[src/rtl/uart_pkg.sv]
// Shared UART definitions used by the transmitter and the receiver.
// Optional feature macro: UART_TX_PARITY_EN adds an even-parity bit after the data bits.
package uart_pkg;

    localparam int unsigned CLKS_PER_BIT_DEFAULT = 1250;

`ifdef UART_TX_PARITY_EN
    typedef enum logic [2:0] {
        IDLE   = 3'd0,
        START  = 3'd1,
        DATA   = 3'd2,
        PARITY = 3'd3,
        STOP   = 3'd4
    } uart_state_t;
`else
    typedef enum logic [2:0] {
        IDLE  = 3'd0,
        START = 3'd1,
        DATA  = 3'd2,
        STOP  = 3'd4
    } uart_state_t;
`endif

    // Even parity: 1 when the byte has an odd number of ones.
    function automatic logic even_parity(input logic [7:0] d);
        return ^d;
    endfunction

endpackage

[src/rtl/uart_baud_gen.sv]
// Bit-period timer: counts down from CLKS_PER_BIT-1 and flags the last cycle of a bit.
module uart_baud_gen
    import uart_pkg::*;
#(
    parameter int unsigned CLKS_PER_BIT = CLKS_PER_BIT_DEFAULT
)
(
    input  logic clk,
    input  logic rst,
    input  logic restart,
    output logic bit_end
);

    localparam logic [15:0] RELOAD = 16'(CLKS_PER_BIT - 1);

    logic [15:0] count;

    // Reload on every restart (state entry / bit boundary), otherwise count down.
    always_ff @(posedge clk) begin
        if (rst) begin
            count <= '0;
        end else if (restart) begin
            count <= RELOAD;
        end else begin
            count <= count - 16'd1;
        end
    end

    assign bit_end = (count == '0);

endmodule

[src/rtl/uart_tx_guess.sv]
// 8N1 UART transmitter with a one-byte holding register in front of the shifter.
// Optional feature macro: UART_TX_PARITY_EN inserts an even-parity bit before STOP.
module uart_tx_guess
    import uart_pkg::*;
#(
    parameter int unsigned CLKS_PER_BIT = CLKS_PER_BIT_DEFAULT
)
(
    input  logic       clk,
    input  logic       rst,
    input  logic [7:0] tx_data,
    input  logic       tx_send,
    output logic       tx_ready,
    output logic       tx,
    output logic       tx_busy,
    output logic       tx_done,
    output logic       tx_overflow
);

    uart_state_t state;
    logic [7:0]  hold_data;
    logic        hold_valid;
    logic [7:0]  shift;
    logic [2:0]  bit_idx;
    logic        bit_end;
    logic        restart;
    logic        load;
`ifdef UART_TX_PARITY_EN
    logic        parity_bit;
`endif

    // The timer is held at reload while idle and restarted at each bit boundary,
    // so every state entry sees a fresh full bit period.
    assign restart  = (state == IDLE) || bit_end;
    assign load     = hold_valid && ((state == IDLE) || ((state == STOP) && bit_end));
    assign tx_ready = !hold_valid;
    assign tx_busy  = (state != IDLE);
    assign tx_done  = (state == STOP) && bit_end;

    uart_baud_gen #(
        .CLKS_PER_BIT(CLKS_PER_BIT)
    ) u_baud (
        .clk    (clk),
        .rst    (rst),
        .restart(restart),
        .bit_end(bit_end)
    );

    // Holding register: accept when empty, drop and flag when full, empty on load.
    always_ff @(posedge clk) begin
        if (rst) begin
            hold_valid  <= 1'b0;
            hold_data   <= '0;
            tx_overflow <= 1'b0;
        end else begin
            tx_overflow <= tx_send && hold_valid;
            if (load) begin
                hold_valid <= 1'b0;
            end else if (tx_send && !hold_valid) begin
                hold_valid <= 1'b1;
                hold_data  <= tx_data;
            end
        end
    end

    // Frame sequencer; tx is registered alongside the state so the line never glitches.
    always_ff @(posedge clk) begin
        if (rst) begin
            state   <= IDLE;
            tx      <= 1'b1;
            shift   <= '0;
            bit_idx <= '0;
`ifdef UART_TX_PARITY_EN
            parity_bit <= 1'b0;
`endif
        end else if (load) begin
            state   <= START;
            tx      <= 1'b0;
            shift   <= hold_data;
            bit_idx <= '0;
`ifdef UART_TX_PARITY_EN
            parity_bit <= even_parity(hold_data);
`endif
        end else if (bit_end) begin
            case (state)
                START: begin
                    state <= DATA;
                    tx    <= shift[0];
                end
                DATA: begin
                    bit_idx <= bit_idx + 3'd1;
                    if (bit_idx == 3'd7) begin
`ifdef UART_TX_PARITY_EN
                        state <= PARITY;
                        tx    <= parity_bit;
`else
                        state <= STOP;
                        tx    <= 1'b1;
`endif
                    end else begin
                        shift <= shift >> 1;
                        tx    <= shift[1];
                    end
                end
`ifdef UART_TX_PARITY_EN
                PARITY: begin
                    state <= STOP;
                    tx    <= 1'b1;
                end
`endif
                STOP: begin
                    state <= IDLE;
                    tx    <= 1'b1;
                end
                IDLE: begin
                    state <= IDLE;
                    tx    <= 1'b1;
                end
                default: begin
                    state <= IDLE;
                    tx    <= 1'b1;
                end
            endcase
        end
    end

endmodule

[config.mk]
export PLATFORM = sky130hd
export DESIGN_NAME = uart_tx_guess
export DESIGN_NICKNAME = d
export VERILOG_FILES = /design/src/rtl/uart_pkg.sv /design/src/rtl/uart_baud_gen.sv /design/src/rtl/uart_tx_guess.sv
export SDC_FILE = /design/constraint.sdc
export NUM_CORES = 1
export LEC_CHECK = 0
export CORE_UTILIZATION = 45
export DETAILED_ROUTE_END_ITERATION = 8
export GPL_TIMING_DRIVEN = 0
export HOLD_SLACK_MARGIN = 0.05
export MAX_ROUTING_LAYER = met4
export SLEW_MARGIN = 20
export SYNTH_ARGS = -nofsm -noshare
export SYNTH_HDL_FRONTEND = slang
export SYNTH_SLANG_ARGS = --single-unit
[constraint.sdc]
create_clock -name clk -period 2.29 [get_ports clk]
set_input_delay 0.687 -clock clk [delete_from_list [all_inputs] [get_ports clk]]
set_output_delay 0.687 -clock clk [all_outputs]
set_load 0.01 [all_outputs]
### Yosys cells after proc, flatten, opt, wreduce, memory -nomap -nowiden

Cells that the tools add are included.

| word-level totals | value |
|---|---|
| input bits | 11 |
| output and inout port bits | 5 |
| register bits after elaboration | 41 |
| word-level logic and storage cells | 52 |

| cells by class | value |
|---|---|
| bitwise operators | 1 |
| reduce and logical (&&, ||, !) cells | 19 |
| mux-type cells | 13 |
| add/sub/neg operators | 2 |
| equality and inequality tests | 7 |

Operator list:

| kind | number |
|---|---|
| $mux 8 | 4 |
| $logic_not 16->1 | 1 |
| $sub 16x1->16 const B | 1 |
| $mux 11 | 1 |
| $reduce_and 2->1 | 4 |
| $eq 3x3->1 const B | 2 |
| $pmux 3 s2 | 1 |
| $mux 1 | 5 |
| $logic_and 1x1->1 | 4 |
| $ne 2x2->1 const B | 2 |
| $reduce_bool 2->1 | 2 |
| $reduce_or 2->1 | 2 |
| $add 3x1->3 const B | 1 |
| $eq 3x1->1 const B | 1 |
| $eq 3x2->1 const B | 1 |
| $logic_not 3->1 | 1 |
| $mux 3 | 1 |
| $ne 3x3->1 const B | 1 |
| $reduce_and 3->1 | 1 |
| $reduce_bool 3->1 | 1 |
| $logic_or 1x1->1 | 2 |
| $pmux 1 s2 | 1 |
| $logic_not 1->1 | 1 |
| $not 1->1 | 1 |

### Longest topological paths before layout

| logic depth | value |
|---|---|
| depth after elaboration | 6 |
| gate-level depth with buffers | 8 |
| gate-level depth less buffers | 7 |

### Modules after synthesis

From an unflattened synthesis, not the netlist that was laid out.

| unflattened totals | value |
|---|---|
| cell total of the unflattened synthesis | 198 |
| area total of the unflattened synthesis | 1838.0 um^2 |

By module, submodules not included:

| module | sequential area each (um^2) | instances | area each (um^2) | cells an instance |
|---|---|---|---|---|
| uart_tx_guess | 500.5 | 1 | 1119.8 | 121 |
| uart_baud_gen | 320.3 | 1 | 718.2 | 77 |

### Worst setup path after synthesis

OpenSTA, ideal clock, no wires.

| timing path | value |
|---|---|
| kind | register to output |
| start | register u_baud.count[0] |
| end | output port tx_done |
| arrival | 1465 ps |
| buffers on the path | 0 |
| stages on the path, launching flop included | 6 |
| setup slack | 138 ps |
| data required time | 1603 ps |
| path through | dfxtp_1 > inv_1 > ha_1 > nor3b_1 > nand4_1 > nor4_1 |

| between the ends | value |
|---|---|
| word-level cells in the longest chain between the ends | 2 |

Ends and longest elaborated chain:

| element | RTL line | RTL |
|---|---|---|
| from (decl) | uart_baud_gen.sv:16 | `logic [15:0] count;` |
| from (signal assigned) | uart_baud_gen.sv:25 | `count <= count - 16'd1;` |
| $logic_not 16->1 | uart_baud_gen.sv:29 | `assign bit_end = (count == '0);` |
| $logic_and 1x1->1 | uart_tx_guess.sv:38 | `assign tx_done = (state == STOP) && bit_end;` |
| to (decl) | uart_tx_guess.sv:16 | `output logic tx_done,` |

No other way between the ends.

### Worst setup path after layout

| timing path | value |
|---|---|
| start | register u_baud.count[14] |
| end | output port tx_done |

Same word-level chain as after synthesis.

==> run metrics <==
status=finished, final reports clean; layout cells sized above 1=between 10 and 15%; Initial Utilization=around half; final instance area=approximately 2100 um2; Max Fclk=442 MHz; Worst EP required=1600 ps; multi-input logic area=between 900 and 1000 um2; vias in the first global route=1421; antenna violations before repair=0; Clock Sinks=41; final net count=around 240; fin crit period=roughly 2300 ps; first-pass GRT wire length=6340 um; Die Width=65.3 um; CTS buffer count=5; CP endpoint kind=primary output; period utilization=a little over nine tenths; Core Rows=22; ANT cells=0; post-synth top area cell=dfxtp_1; post-route setup TNS=0 ps; root buf cell=clkbuf_8; main combinational cell family by area after synthesis=simple AND/OR/NAND/NOR gates; Leak Pwr=0.796 nW; Slew Viols, Final=0; RSZ-0062 raised after global routing=true; gr ovfl total=0; Synth Area per Inst=9.01 um2; Iteration-0 DRC Markers=55; # setup viols final=0; WL per Instance=13.3 um; first-pass iteration count of the detailed router=4; Yosys warnings=0; Synth Register Bits=slightly above 40; simple-gate share of the synthesized area=26.0%; VDD IR max=approximately 0.4 mV; worst skew pair latency=300 ps; Die ar.=4260 um2; via count=1439; leading post-synthesis cells by cell area=dfxtp_1 (46%), nor2_1 (8.1%), mux2i_1 (5.6%), a21oi_1 (4.4%), nand2_1 (3.5%); area share of xor/xnor cells in the synthesized design=6.32%; Slew headroom=59.3%; measured slew at the worst slew-check pin=610 ps; largest net degree at the start of global routing=15; clock buffer depth=2; H-tree Lvls=2; Final Hold Viols=0; Area growth syn-to-layout=18.9%; compound-cell area share of the yosys netlist=10.1%; min-delay worst type=flip-flop to flip-flop; Clock transition at path regs=80 ps; mux contribution to synthesized area=5.55%; adder-cell share of the synthesized area=2.78%; Mapped Cells=200; met2 GRT Util=36.3%; Synthesized Nets=215; Die H=about 65 um; post-DP HPWL=2610 um; hold buffers post-CTS=0; power per cell area=687 nW/um2; synthesized cell area=between 1500 and 2000 um2; Core ar.=3740 um2; overall fraction of global-route tracks in use=20.4%; met3 usage=5.73%; Post-DP Area=2000 um2; IO Count=16; I/O Buffers=14; post-DR vias/cell=roughly 5.3; worst path arrival time=1570 ps; CTS tree=yes; CP startpoint kind=flip-flop; global route hottest layer=met2; grt met1 use=21.2%; register area=between 800 and 900 um2; GP Congestion=0.802; Setup Crit Path Kind=flip-flop to primary output; Post-route DRC=0; Synth top area share=approximately 46%; # fillers=370; max-cap viol count=0; Routed Antenna Nets=0; Post-Route WL=3620 um; sequential share of the synthesized area=45.5%; critical path peak fanout=4; Yosys cell types=33; Fin Clk Skew=10.1 ps
==> where the power goes <==
part / internal [W] / total [W] / switching (W)
Clock: 0.000216 / 0.000479 / 0.000263
Combinational: 0.000104 / 0.000210 / 0.000106
Sequential: 0.000748 / 0.000784 / 0.0000354
==> metal layers <==
| layer | routed length (um) | vias up |
|---|---|---|
| met1 | 1570 | 682 |
| met4 | 49 | 0 |
| met5 | 0 | - |
| met3 | 90 | 6 |
| li1 | - | 734 |
| met2 | 1910 | 17 |
==> path summary, 6_finish.rpt <==
check,to,startpoint,slack [ps],depth (start not counted)
max,tx_done,u_baud.count[14],30,4
min,shift[7],hold_data[7],470,2
max reg2reg,u_baud.count[13],u_baud.count[0],320,9
min reg2reg,shift[7],hold_data[7],470,2
==> cells in the mapped netlist, drive strengths merged <==
library cell,n
a21oi,16
xor2,6
mux2i,10
or3,4
a311oi,3
nor3,4
a22oi,4
o31ai,1
inv,5
nand2b,1
a21o,2
o21ai,2
xnor2,7
nand3,6
ha,4
buf,4
nor2b,1
dfxtp,41
nand4,2
nor3b,2
a211oi,1
nand2,17
nor4,6
nor2,39
clkbuf,7
or4,2
a31oi,1
and4b,1
and4,1
==> layout by cell type, fill, tap and decap left out, drive strengths merged, types with 3 or more instances in the layout <==
master and count:
ha 4, a311oi 3, clkdlybuf4s50 13, clkbuf 9, xor2 6, xnor2 7
nor2 39, mux2i 10, nor3 4, a21oi 16, inv 6, nor4 6
nand2 17, buf 10, a22oi 4, or3 4, nand3 6, dfxtp 41
==> registers in the layout, summed over array words and instances (netlist names) <==
| signal | flops |
|---|---|
| tx_overflow | 1 |
| bit_idx | 3 |
| state | 3 |
| shift | 8 |
| u_baud.count | 16 |
| hold_valid | 1 |
| hold_data | 8 |
| tx | 1 |
==> critical path, stage by stage, from the launching register on <==
cell	delay, ps
dfxtp_2	350
nor4_4	410
nand4_1	210
nor4_2	150
buf_2	160
==> logic make-up (layout without fill, tap and decap cells) <==
family / after synthesis / in the layout
mux: 10 / 10
simple gates: 86 / 86
xor+xnor: 13 / 13
compound gates: 30 / 30
buf+inv: 16 / 40
fa+ha+maj: 4 / 4
flops: 41 / 41
==> repair_timing <==
| item | CTS | global route |
|---|---|---|
| setup buffers | 4 | 1 |
| setup endpoints to repair | 2 | 2 |
| pin swaps | 7 | 2 |
| gates resized for setup | 13 | 2 |
==> cell type report <==
class                   count  area share (%)
inverters                   5           0.875
multi-input cells         143            43.8
flip-flops and latches     41            38.5
clock inverters             3           0.992
plain buffers               8            1.75
repair buffers             19            8.05
well taps                  48            2.80
clock buffers               5            3.21
==> per-stage QoR <==
step | power [W] | setup WS, ps | hold slack (ps) | util, % | cells
finish | 0.00147 | 28.8 | 466 | 57.3 | 272
global route | 0.00155 | -74.6 | 490 | 57.3 | 272
CTS | 0.00149 | -111 | 458 | 57.2 | 272
detailed placement | 0.000994 | -537 | 458 | 53.5 | 262
global placement | 0.000988 | -522 | 445 | 53.5 | 262
floorplan | 0.000931 | 138 | 431 | - | 200
No activity file was read; power rests on OpenSTA's default activity.
==> patch 1: new RTL, same settings <==
Put one more register stage on the output `tx_overflow`, without a reset. The value now appears one clock later. The other outputs are not delayed to match.
--- a/src/rtl/uart_tx_guess.sv
+++ b/src/rtl/uart_tx_guess.sv
@@ -17,4 +17,6 @@
     output logic       tx_overflow
 );
+
+    logic tx_overflow_s0;
 
     uart_state_t state;
@@ -52,7 +54,7 @@
             hold_valid  <= 1'b0;
             hold_data   <= '0;
-            tx_overflow <= 1'b0;
+            tx_overflow_s0 <= 1'b0;
         end else begin
-            tx_overflow <= tx_send && hold_valid;
+            tx_overflow_s0 <= tx_send && hold_valid;
             if (load) begin
                 hold_valid <= 1'b0;
@@ -125,4 +127,8 @@
     end
 
+    always_ff @(posedge clk) begin
+        tx_overflow <= tx_overflow_s0;
+    end
+
 endmodule
 
Formal check against the unedited RTL: not equivalent (a bounded check fails within 4 cycles, from zero or initial values and one cycle with rst high).
==> patch 1 against the original RTL <==
Worst hold slack got worse by 140 ps; routed wire length down 0.72%; utilization increased by 0.74 points; area after synthesis rose by 1.1%; setup slack improved by 17 ps; maximum frequency increased by 0.78%; critical path depth grew 2; power up 0.85%; cell count up 1.1%; via count is 1.1% lower; sequential cell count is 1 higher; design area grew 2.0%; first-iteration DRC count is 44% higher; highest routed layer unchanged.
==> patch 1: results (changes against the original RTL) <==
| Metric | Value |
|---|---|
| Hold Crit Class | `reg2reg (unchanged)` |
| Synth cell count leaders | `dfxtp_1, nor2_1, nand2_1 (unchanged)` |
| Initial antenna violation count | `0 (unchanged)` |
| CP max stage delay | `330 ps (was 410 ps)` |
| Hold Path Depth | `0 (was 2)` |
| Fill cells | `344 (was 370)` |
| Sequential area share after synthesis | `46.12% (was 45.52%)` |
| Clock Tree Root | `clkbuf_8 (unchanged)` |
| Latest clock arrival within the worst-skew pair | `290 ps` |
| Non-Filler Instances | `275 (was 272)` |
| Slowest cell on the critical path | `dfxtp_2 (was nor4_4)` |
| Clock slew at reported path FFs | `70 ps` |
| Library cells used by synthesis | `33 (unchanged)` |
| Deepest clock path buffer count | `2 (unchanged)` |
| Worst Tran Pin Value | `562.2 ps (was 610.3 ps)` |
| Ys Warns | `0 (unchanged)` |
| DR vias/cell | `5.175 (was 5.290)` |
| Hold endpoint | `tx_overflow (was shift[7])` |
| DR pass1 iterations | `4 (unchanged)` |
| Dpl cells | `263 (was 262)` |
| DRC | `0 (unchanged)` |
| Initial DRC Count | `79 (was 55)` |
| HP Start | `tx_overflow_s0 (was hold_data[7])` |
| Asr flop ratio synth | `0% (unchanged)` |
| Final Skew | `1.994 ps (was 10.10 ps)` |
| First-pass GRT wire length | `6341 um (unchanged)` |
| Htree depth | `2 (unchanged)` |
| Largest cells by area after synthesis | `dfxtp_1, nor2_1, mux2i_1 (unchanged)` |
| CTS Buf Count | `5 (unchanged)` |
| Critical-path maximum fanout | `2 (was 4)` |
| GPL Wtd Cong | `0.8028 (was 0.8016)` |
| Largest net degree at the start of global routing | `12 (was 15)` |
| Number of global-route vias before repair | `1402 (was 1421)` |
| Top FF cell, synth | `dfxtp_1 (unchanged)` |
| Mapped Nets | `216 (was 215)` |
| Reg-to-reg setup timing slack | `430 ps (was 320 ps)` |
| Pleak | `0.0008224 uW (was 0.0007957 uW)` |
| Worst Path Arrival | `1560 ps` |
| Drt wl/cell | `13.05 um (was 13.29 um)` |
| GRT Util Overall | `20.41% (was 20.43%)` |
| Share of cells above drive strength 1 | `14.10% (was 14.73%)` |
| Avg Synthesized Cell Area | `9.070 um2 (was 9.015 um2)` |
| Registers with the most flip-flops | `u_baud.count: 16 flops, hold_data: 8 flops, shift: 8 flops (unchanged)` |
| Outcome | `finished clean (unchanged)` |
| WHS | `328.6 ps (was 466.5 ps)` |
| Reg2Reg Depth | `8 (was 9)` |
| Max VDD drop | `0.0004707 V (was 0.0004016 V)` |
| Worst r2r src | `u_baud.count[1] (was u_baud.count[0])` |
| End of the worst register-to-register path | `shift[2] (was u_baud.count[13])` |
| PortBufs | `14 (unchanged)` |
| DP HPWL | `2452 um (was 2605 um)` |
| # diodes | `0 (unchanged)` |
| Nets@finish | `243 (was 238)` |
## patch 1: cell types whose count changed after synthesis, sizes merged
cell and delta:
dfxtp +1
## patch 1: final cells by class
class	instances	area (um2)	area share [%]
well taps	48	60.06	2.744
multi-input cells	143	943.4	43.11
clock buffers	6	82.58	3.774
flip-flops and latches	42	843.3	38.54
inverters	5	18.77	0.8576
plain buffers	8	37.54	1.715
repair buffers	23	202.7	9.262
## patch 1: logic make-up (layout without fill, tap and decap cells)
family	Yosys count	after routing	share of synthesized area, %
compound gates	30	30	10.02
xor+xnor	13	13	6.246
fa+ha+maj	4	4	2.745
buf+inv	16	42	3.707
flops	42	42	46.12
mux	10	10	5.491
simple gates	86	86	25.67
## patch 1: worst max-delay path by stage
stage,startpoint,depth (start not counted),end
final,u_baud.count[1],6,tx_done
after global placement,u_baud.count[0],6,tx_done
after floorplan,u_baud.count[0],5,tx_done
after detailed placement,u_baud.count[0],6,tx_done
after global routing,u_baud.count[1],6,tx_done
after CTS,u_baud.count[1],6,tx_done
## patch 1: timing repair
action                                  CTS  global route
pin swaps                                 5             3
hold buffers                              0             0
resized for setup                        13             1
endpoints found under the setup margin    2             2
buffers inserted                          9             0
## patch 1: per-stage QoR
step / power, uW / setup WS [ps] / util (%) / cell area, um2
after floorplan: 949.5 / 138.1 / - / 1823
after global placement: 1007 / -399.9 / 53.65 / 2023
after detailed placement: 1011 / -422.8 / 53.65 / 2023
after CTS: 1494 / -1.085 / 57.86 / 2182
after global routing: 1568 / -73.82 / 58.03 / 2188
final: 1485 / 46.25 / 58.03 / 2188
## patch 1: worst max-delay path: cells and delay by family (launching register included)
| kind | cells | cell delay (ps) |
|---|---|---|
| simple gates | 3 | 570 |
| flops | 1 | 330 |
| buf+inv | 2 | 240 |
| fa+ha+maj | 1 | 130 |
## patch 1: per-layer routing
| layer | GRT usage, % | up-vias | wire, um |
|---|---|---|---|
| li1 | - | 742 | - |
| met1 | 27.52 | 654 | 1856 |
| met2 | 27.93 | 21 | 1530 |
| met3 | 6.771 | 6 | 143 |
| met4 | 7.880 | 0 | 60 |
| met5 | - | - | 0 |
## patch 1: power by group
part | internal (uW) | switching (uW)
logic | 110 | 109
clock network | 232 | 232
registers | 767 | 35.1
==> patch 2: new RTL, same settings <==
Made on the original files. Add a define of `UART_TX_PARITY_EN`.
--- a/src/rtl/uart_pkg.sv
+++ b/src/rtl/uart_pkg.sv
@@ -1,4 +1,6 @@
 // Shared UART definitions used by the transmitter and the receiver.
 // Optional feature macro: UART_TX_PARITY_EN adds an even-parity bit after the data bits.
+`define UART_TX_PARITY_EN
+
 package uart_pkg;
 
Behaviour: same outputs for any inputs over 10 cycles, from zero or initial values and one cycle with rst high; that may be too few to reach the edited logic, so the function may still have changed.
==> patch 2 against the original RTL <==
Area after synthesis rose by 6.4%; design area is 8.3% higher; the flow now finishes with violations (negative setup slack); sequential cell count rose by 1; non-clock buffer count up 9; largest power group unchanged; critical endpoint unchanged; routed wire length rose by 11%; power rose by 5.0%; setup slack lost 240 ps.
==> patch 2: results (changes against the original RTL) <==
| Metric | Value |
|---|---|
| Outcome | `complete, but fails checks (was finished clean)` |
| Violated checks | `negative setup slack` |
| CTS Sinks | `42 (was 41)` |
| Fill cells | `347 (was 370)` |
| Pleak | `0.0008939 uW (was 0.0007957 uW)` |
| Setup violators final | `1 (was 0)` |
| Met3 Wirelength | `134 um (was 90 um)` |
| Final non-clock buffer share | `12.49% (was 9.802%)` |
| Setup WS post-layout | `-210.5 ps (was 28.84 ps)` |
| Library cells used by synthesis | `39 (was 33)` |
| GRT Util Overall | `20.97% (was 20.43%)` |
| Combinational power | `296 uW (was 210 uW)` |
| M3 GR Usage | `5.236% (was 5.729%)` |
| Final Skew | `5.428 ps (was 10.10 ps)` |
| Drt wl/cell | `13.94 um (was 13.29 um)` |
| Register area | `845.8 um2 (was 825.8 um2)` |
| Share of cells above drive strength 1 | `17.99% (was 14.73%)` |
| Critical-path maximum fanout | `2 (was 4)` |
| Synth cell count leaders | `dfxtp_1, nor2_1, a21oi_1, nand2_1 (was dfxtp_1, nor2_1, nand2_1)` |
| Slowest cell on the critical path | `or3b_4 (was nor4_4)` |
| Multi-input gates | `150 (was 143)` |
| Largest net degree at the start of global routing | `13 (was 15)` |
| Setup TNS | `-210.5 ps (was 0 ps)` |
| Largest cells by area after synthesis | `dfxtp_1, nor2_1, mux2i_1 (unchanged)` |
| DP Worst Slack | `-554.0 ps (was -537.4 ps)` |
| Avg Synthesized Cell Area | `9.357 um2 (was 9.015 um2)` |
| M1 WL | `1899 um (was 1566 um)` |
| Slew margin rel. | `61.70% (was 59.31%)` |
| GR Layer Usage met1 | `23.96% (was 21.24%)` |
| Power per cell area | `665.6 nW/um2 (was 686.7 nW/um2)` |
| Clock buf/inv share | `3.393% (was 4.201%)` |
==> patch 2: cell count changes in the layout (fill, tap and decap cells not counted), sizes merged, moves of 3 or more <==
cell,change
xnor2,+5
nand3,+3
buf,+8
nor2,-6
nand2,-3
==> patch 2: what timing repair did <==
| action | in CTS | in global routing |
|---|---|---|
| setup endpoints to repair | 1 | 5 |
| resized for setup | 9 | 4 |
| pin swaps | 4 | 3 |
| buffers inserted | 6 | 6 |
==> patch 2: path summary, 6_finish.rpt <==
check | cells after the start | to | start | slack [ps]
max | 6 | tx_done | u_baud.count[1] | -210
min | 2 | shift[2] | shift[2] | 470
max reg2reg | 7 | parity_bit | u_baud.count[12] | 100
min reg2reg | 2 | shift[2] | shift[2] | 470
==> patch 2: logic make-up after synthesis <==
family	after synthesis	share of synthesized area (%)
simple gates	83	22.37
flops	42	43.84
compound gates	32	12.59
xor+xnor	19	8.676
buf+inv	13	3.653
mux	12	6.262
fa+ha+maj	4	2.609
